--- config.mk ---
export PLATFORM = sky130hd
export DESIGN_NAME = mem_stage_lsu
export DESIGN_NICKNAME = d
export VERILOG_FILES = /design/src/rtl/lsu_pkg.sv /design/src/rtl/lsu_align.sv /design/src/rtl/mem_stage_lsu.sv
export SDC_FILE = /design/constraint.sdc
export NUM_CORES = 1
export LEC_CHECK = 0
export ABC_AREA = 1
export CORE_MARGIN = 2
export CORE_UTILIZATION = 41
export DETAILED_ROUTE_END_ITERATION = 8
export PLACE_DENSITY = 0.89
export SLEW_MARGIN = 10
export SYNTH_ARGS = -nofsm -noshare
export SYNTH_HDL_FRONTEND = slang
export SYNTH_SLANG_ARGS = --single-unit
--- constraint.sdc ---
create_clock -name clk -period 2 [get_ports clk]
set_clock_uncertainty 0.2 [all_clocks]
set_input_delay 0.2 -clock clk [delete_from_list [all_inputs] [get_ports clk]]
set_output_delay 0.2 -clock clk [all_outputs]
set_load 0.02 [all_outputs]
--- src/rtl/lsu_pkg.sv ---
// Shared types and constants for the MEM-stage load/store unit.
package lsu_pkg;

    typedef enum logic [1:0] {
        IDLE = 2'd0,
        REQ  = 2'd1,
        WAIT = 2'd2,
        DONE = 2'd3
    } lsuState_e;

    localparam logic [2:0] F3_B  = 3'b000;
    localparam logic [2:0] F3_H  = 3'b001;
    localparam logic [2:0] F3_W  = 3'b010;
    localparam logic [2:0] F3_BU = 3'b100;
    localparam logic [2:0] F3_HU = 3'b101;

endpackage

--- src/rtl/lsu_align.sv ---
// Byte-lane steering: store enables/replication and load extract/extend.
module lsu_align
    import lsu_pkg::*;
(
    input  logic [2:0]  funct3,
    input  logic [1:0]  addrLow,
    input  logic [31:0] storeData,
    input  logic [31:0] rdata,
    output logic [3:0]  be,
    output logic [31:0] wdata,
    output logic [31:0] loadValue
);

    logic [31:0] shifted;

    always_comb begin
        shifted   = rdata >> {addrLow, 3'b000};
        be        = 4'b1111;
        wdata     = storeData;
        loadValue = shifted;
        case (funct3)
            F3_B: begin
                be        = 4'b0001 << addrLow;
                wdata     = {4{storeData[7:0]}};
                loadValue = {{24{shifted[7]}}, shifted[7:0]};
            end
            F3_BU: begin
                be        = 4'b0001 << addrLow;
                wdata     = {4{storeData[7:0]}};
                loadValue = {24'd0, shifted[7:0]};
            end
            F3_H: begin
                be        = 4'b0011 << addrLow;
                wdata     = {2{storeData[15:0]}};
                loadValue = {{16{shifted[15]}}, shifted[15:0]};
            end
            F3_HU: begin
                be        = 4'b0011 << addrLow;
                wdata     = {2{storeData[15:0]}};
                loadValue = {16'd0, shifted[15:0]};
            end
            default: begin
                be        = 4'b1111;
                wdata     = storeData;
                loadValue = shifted;
            end
        endcase
    end

endmodule

--- src/rtl/mem_stage_lsu.sv ---
// MEM pipeline stage: issues data-memory requests and stalls until the bus answers.
module mem_stage_lsu
    import lsu_pkg::*;
(
    input  logic        clk,
    input  logic        rst,
    input  logic        ex_valid,
    input  logic [31:0] ex_alu_result,
    input  logic [31:0] ex_store_data,
    input  logic [4:0]  ex_rd,
    input  logic        ex_reg_write,
    input  logic        ex_mem_to_reg,
    input  logic        ex_mem_read,
    input  logic        ex_mem_write,
    input  logic [2:0]  ex_funct3,
    output logic        dmem_req_valid,
    input  logic        dmem_req_ready,
    output logic [31:0] dmem_req_addr,
    output logic        dmem_req_we,
    output logic [3:0]  dmem_req_be,
    output logic [31:0] dmem_req_wdata,
    input  logic        dmem_rsp_valid,
    input  logic [31:0] dmem_rsp_rdata,
    output logic [31:0] wb_alu_output,
    output logic [31:0] wb_data_output,
    output logic [4:0]  wb_rd,
    output logic        wb_reg_write,
    output logic        wb_mem_to_reg,
    output logic        wb_en,
    output logic        stall,
    output logic        misaligned
);

    lsuState_e   state, nextState;
    logic [31:0] addrQ, storeDataQ, loadDataQ;
    logic        weQ;
    logic [2:0]  funct3Q;
    logic [1:0]  addrLowQ;
    logic [31:0] loadValue;
    logic        memOp, badAccess, illegal;

    // Raw store data is captured and aligned from the captured funct3/offset,
    // so the bus lanes stay stable for the whole request.
    lsu_align u_align (
        .funct3    (funct3Q),
        .addrLow   (addrLowQ),
        .storeData (storeDataQ),
        .rdata     (dmem_rsp_rdata),
        .be        (dmem_req_be),
        .wdata     (dmem_req_wdata),
        .loadValue (loadValue)
    );

    always_comb begin
        memOp = ex_valid & (ex_mem_read | ex_mem_write);
        case (ex_funct3)
            F3_B:    badAccess = 1'b0;
            F3_BU:   badAccess = ex_mem_write;
            F3_H:    badAccess = ex_alu_result[0];
            F3_HU:   badAccess = ex_alu_result[0] | ex_mem_write;
            F3_W:    badAccess = |ex_alu_result[1:0];
            default: badAccess = 1'b1;
        endcase
        illegal = memOp & (badAccess | (ex_mem_read & ex_mem_write));
    end

    always_comb begin
        nextState      = state;
        dmem_req_valid = 1'b0;
        stall          = 1'b0;
        wb_en          = 1'b0;
        misaligned     = 1'b0;
        wb_reg_write   = ex_valid & ex_reg_write;
        case (state)
            IDLE: begin
                if (illegal) begin
                    misaligned   = 1'b1;
                    wb_reg_write = 1'b0;
                    wb_en        = 1'b1;
                end else if (memOp) begin
                    stall     = 1'b1;
                    nextState = REQ;
                end else begin
                    wb_en = 1'b1;
                end
            end
            REQ: begin
                dmem_req_valid = 1'b1;
                stall          = 1'b1;
                if (dmem_req_ready) nextState = WAIT;
            end
            WAIT: begin
                stall = 1'b1;
                if (dmem_rsp_valid) nextState = DONE;
            end
            DONE: begin
                wb_en     = 1'b1;
                nextState = IDLE;
            end
            default: nextState = IDLE;
        endcase
        if (!rst) begin
            dmem_req_valid = 1'b0;
            stall          = 1'b0;
            wb_en          = 1'b0;
            misaligned     = 1'b0;
        end
    end

    always_ff @(posedge clk) begin
        if (!rst) begin
            state      <= IDLE;
            addrQ      <= '0;
            storeDataQ <= '0;
            weQ        <= 1'b0;
            funct3Q    <= '0;
            addrLowQ   <= '0;
            loadDataQ  <= '0;
        end else begin
            state <= nextState;
            if (state == IDLE && memOp && !illegal) begin
                addrQ      <= {ex_alu_result[31:2], 2'b00};
                storeDataQ <= ex_store_data;
                weQ        <= ex_mem_write;
                funct3Q    <= ex_funct3;
                addrLowQ   <= ex_alu_result[1:0];
            end
            if (state == WAIT && dmem_rsp_valid && !weQ) loadDataQ <= loadValue;
        end
    end

    assign dmem_req_addr  = addrQ;
    assign dmem_req_we    = weQ;
    assign wb_alu_output  = ex_alu_result;
    assign wb_data_output = loadDataQ;
    assign wb_rd          = ex_rd;
    assign wb_mem_to_reg  = ex_mem_to_reg;

endmodule
==> results.yml <==
synth:
  synth_top_area_cell: "dfxtp_1"
  synth_cells: 778
  ys_ff_latch: 102
  synth_area_um2: 5308
  yosys-top-cells-area: "dfxtp_1, nand2_1, a21oi_1"
  yosysMostFrequentCell: "nand2_1"
  synthArstFlopShare_pct: 0
  synth_edf_count: 0
  yosysSeqAreaShare_pct: 38.47
  ys.warnings.count: 0
  synth.distinct_cells: 29
  synth_top_cell_area_share_pct: 38.47
  ys.flop_type: "dfxtp_1"
  synth.avg_cell_area_um2: 6.822
  synth_commonest_cells: "nand2_1, dfxtp_1, nor2_1, a21oi_1, inv_1"
placed_design:
  globalplace.congestion: 0.9185
  place_area_um2: 7697
  io_buffers: 242
  dpl.cell_count: 1130
  hpwl_mm: 12.77
layout:
  diodes: 0
  nets: 1093
  layout-drive-gt1-share_pct: 10.05
  area_delta_synth_final_pct: 50.40
  fin_area_um2: 7983
  final_util_pct: 63.26
  fin_cells: 1147
grt:
  track_usage_pct: 23.81
  grt-ovfl-total: 0
  grt_pass1_vias: 5360
  grt_max_degree: 46
  antenna_found_initial: 0
  grt_pass1_wl_mm: 26.79
power:
  vdd_drop_max_v: 0.0005341
  p_leak_nw: 3.335
  total_power_mw: 7.434
  powerDensity_nw_per_um2: 931.3
die:
  rows: 41
  die-area_um2: 13870
  die_x_um: 117.8
  start_util_pct: 42.06
  die_y_um: 117.8
  core-area_um2: 12620
  io_pins: 257
critical_path:
  cpMostUsedCell: "inv_2"
  cp-start-kind: "flip-flop"
  endpoint_kind: "output pin"
  critPathMaxStageDelay_ns: 0.32
  crit_path_max_fanout: 2
  path_class: "flip-flop to output pin"
  arrival_ns: 1.64
  r2r_setup_slack_ns: 0.13
  critPathSlowestCell: "dfxtp_2"
  cp.required_ns: 1.60
  critical_path.cell_chain: "inv_2 > ha_4 > inv_2 > nor3_4 > nand3_4 > a211oi_4 > buf_6"
sta:
  period_needed_ns: 2.041
  period_share_pct: 102.0
  hold_viol: 0
  fmax_ghz: 0.4901
  maxSlewViolCount: 0
  grt_setup_unrepaired: "true"
  timing.hold.ws_ns: 0.1545
  setup_violations: 1
  fin_ws_ns: -0.04051
clocking:
  clockBufferDepth: 2
  cts.reportedPaths.clkPinSlew_ns: 0.07
  clkSinkCount: 102
  insertion_delay_ns: 0.34
  numCtsBuffers: 9
  cts_tree: "done"
  ctsHtreeMaxLevel: 3
  ctsRootBufferMaster: "clkbuf_16"
outcome:
  status: "finished with violations"
  violations: "negative setup slack"
drt:
  routed_wl_mm: 16.95
  drt_pass1_iterations: 5
  wl_per_cell_um: 14.78
  via_count: 5692
  drt-initial-drc-count: 319
  final_antenna_net_count: 0
  vias_per_cell: 4.963
  drc: 0
hold_path:
  worst_hold_path_type: "input port to flip-flop"
run:
  max_cap_viol_count: 0
critical path: cells and delay by family (launching register included):
family | cells | cell delay [ns]
AND/OR/NAND/NOR | 2 | 0.27
adder cells (fa/ha/maj) | 1 | 0.14
flip-flops | 1 | 0.32
buffers and inverters | 3 | 0.28
AO/OA/AOI/OAI | 1 | 0.28
worst paths after layout:
| path | startpoint | end | cells past startpoint |
|---|---|---|---|
| worst max-delay path | state[1]$_SDFFE_PN0P_ | stall | 7 |
| worst min-delay path | ex_mem_write | dmem_req_we$_SDFFE_PN0P_ | 3 |
| worst max register to register | state[1]$_SDFFE_PN0P_ | storeDataQ[30]$_SDFFE_PN0P_ | 9 |
| worst min register to register | storeDataQ[29]$_SDFFE_PN0P_ | storeDataQ[29]$_SDFFE_PN0P_ | 2 |
metal layers:
layer  wire, um  up-vias  track usage (%)  share of wire (%)
met5          0        -                0                  0
met4        567        0            10.99                3.3
met3       1417       39            6.395                8.4
met2       8033      256            40.23                 47
met1       6932     2534            28.12                 41
li1           -     2863                -                  -
area by class of cell:
| type | instances | area [um2] |
|---|---|---|
| clock buffer | 10 | 239.0 |
| clock inverter | 2 | 60.06 |
| fill | 1104 | 4637 |
| inverter | 83 | 311.5 |
| multi-input combinational | 492 | 2396 |
| sequential | 102 | 2046 |
| tap | 172 | 215.2 |
| timing repair buffer | 286 | 2715 |
logic make-up (layout without fill, tap and decap cells):
kind of cell	Yosys count	after routing	synth area share (%)
and+or+nand+nor	303	303	23.95
buffers and inverters	185	381	17.11
AOI/OAI and AO/OA	181	181	18.98
DFF	102	102	38.47
adders and majority gates	6	6	1.414
other	1	2	0.07065
placed cells by master, fill, tap and decap left out, drive strengths merged:
cell type,count
clkdlybuf4s50,206
nand2,131
dfxtp,102
nor2,92
inv,83
a21oi,82
nand3,71
o21ai,63
buf,55
o211ai,20
clkbuf,17
dlygate4sd2,12
o221ai,8
and2,6
ha,6
clkdlybuf4s15,6
nor3,3
a31oi,2
conb,2
bufinv,2
a211oi,1
o22ai,1
a22oi,1
o21a,1
a21o,1
o31ai,1
through the flow:
| step | setup WS [ns] | TNS (ns) |
|---|---|---|
| 6_report | -0.04051 | -0.04051 |
| 5_1_grt | -0.1314 | -0.1612 |
| 4_1_cts | -0.08803 | -0.1662 |
| 3_5_place_dp | -0.3728 | -4.548 |
| 3_3_place_gp | -0.3184 | -2.287 |
| 2_1_floorplan | 0.04072 | 0 |
state kept, by name, indices dropped and copies added, names as in the netlist:
name            count
storeDataQ         32
wb_data_output     32
dmem_req_addr      30
funct3Q             3
addrLowQ            2
state               2
dmem_req_we         1
power by group:
group | internal (mW) | switching, mW | leakage, nW
clock network | 1.10 | 0.722 | 0.146
logic | 1.41 | 1.72 | 2.36
registers | 2.33 | 0.152 | 0.831
timing repair:
item,4_1_cts,5_1_grt
cloned,0,0
setup buffers,4,1
resized for setup,80,41
endpoints found under the hold margin,0,0
setup endpoints to repair,32,26
hold buffers,0,0
pin swaps,5,1
No activity file was read; power rests on OpenSTA's default activity.
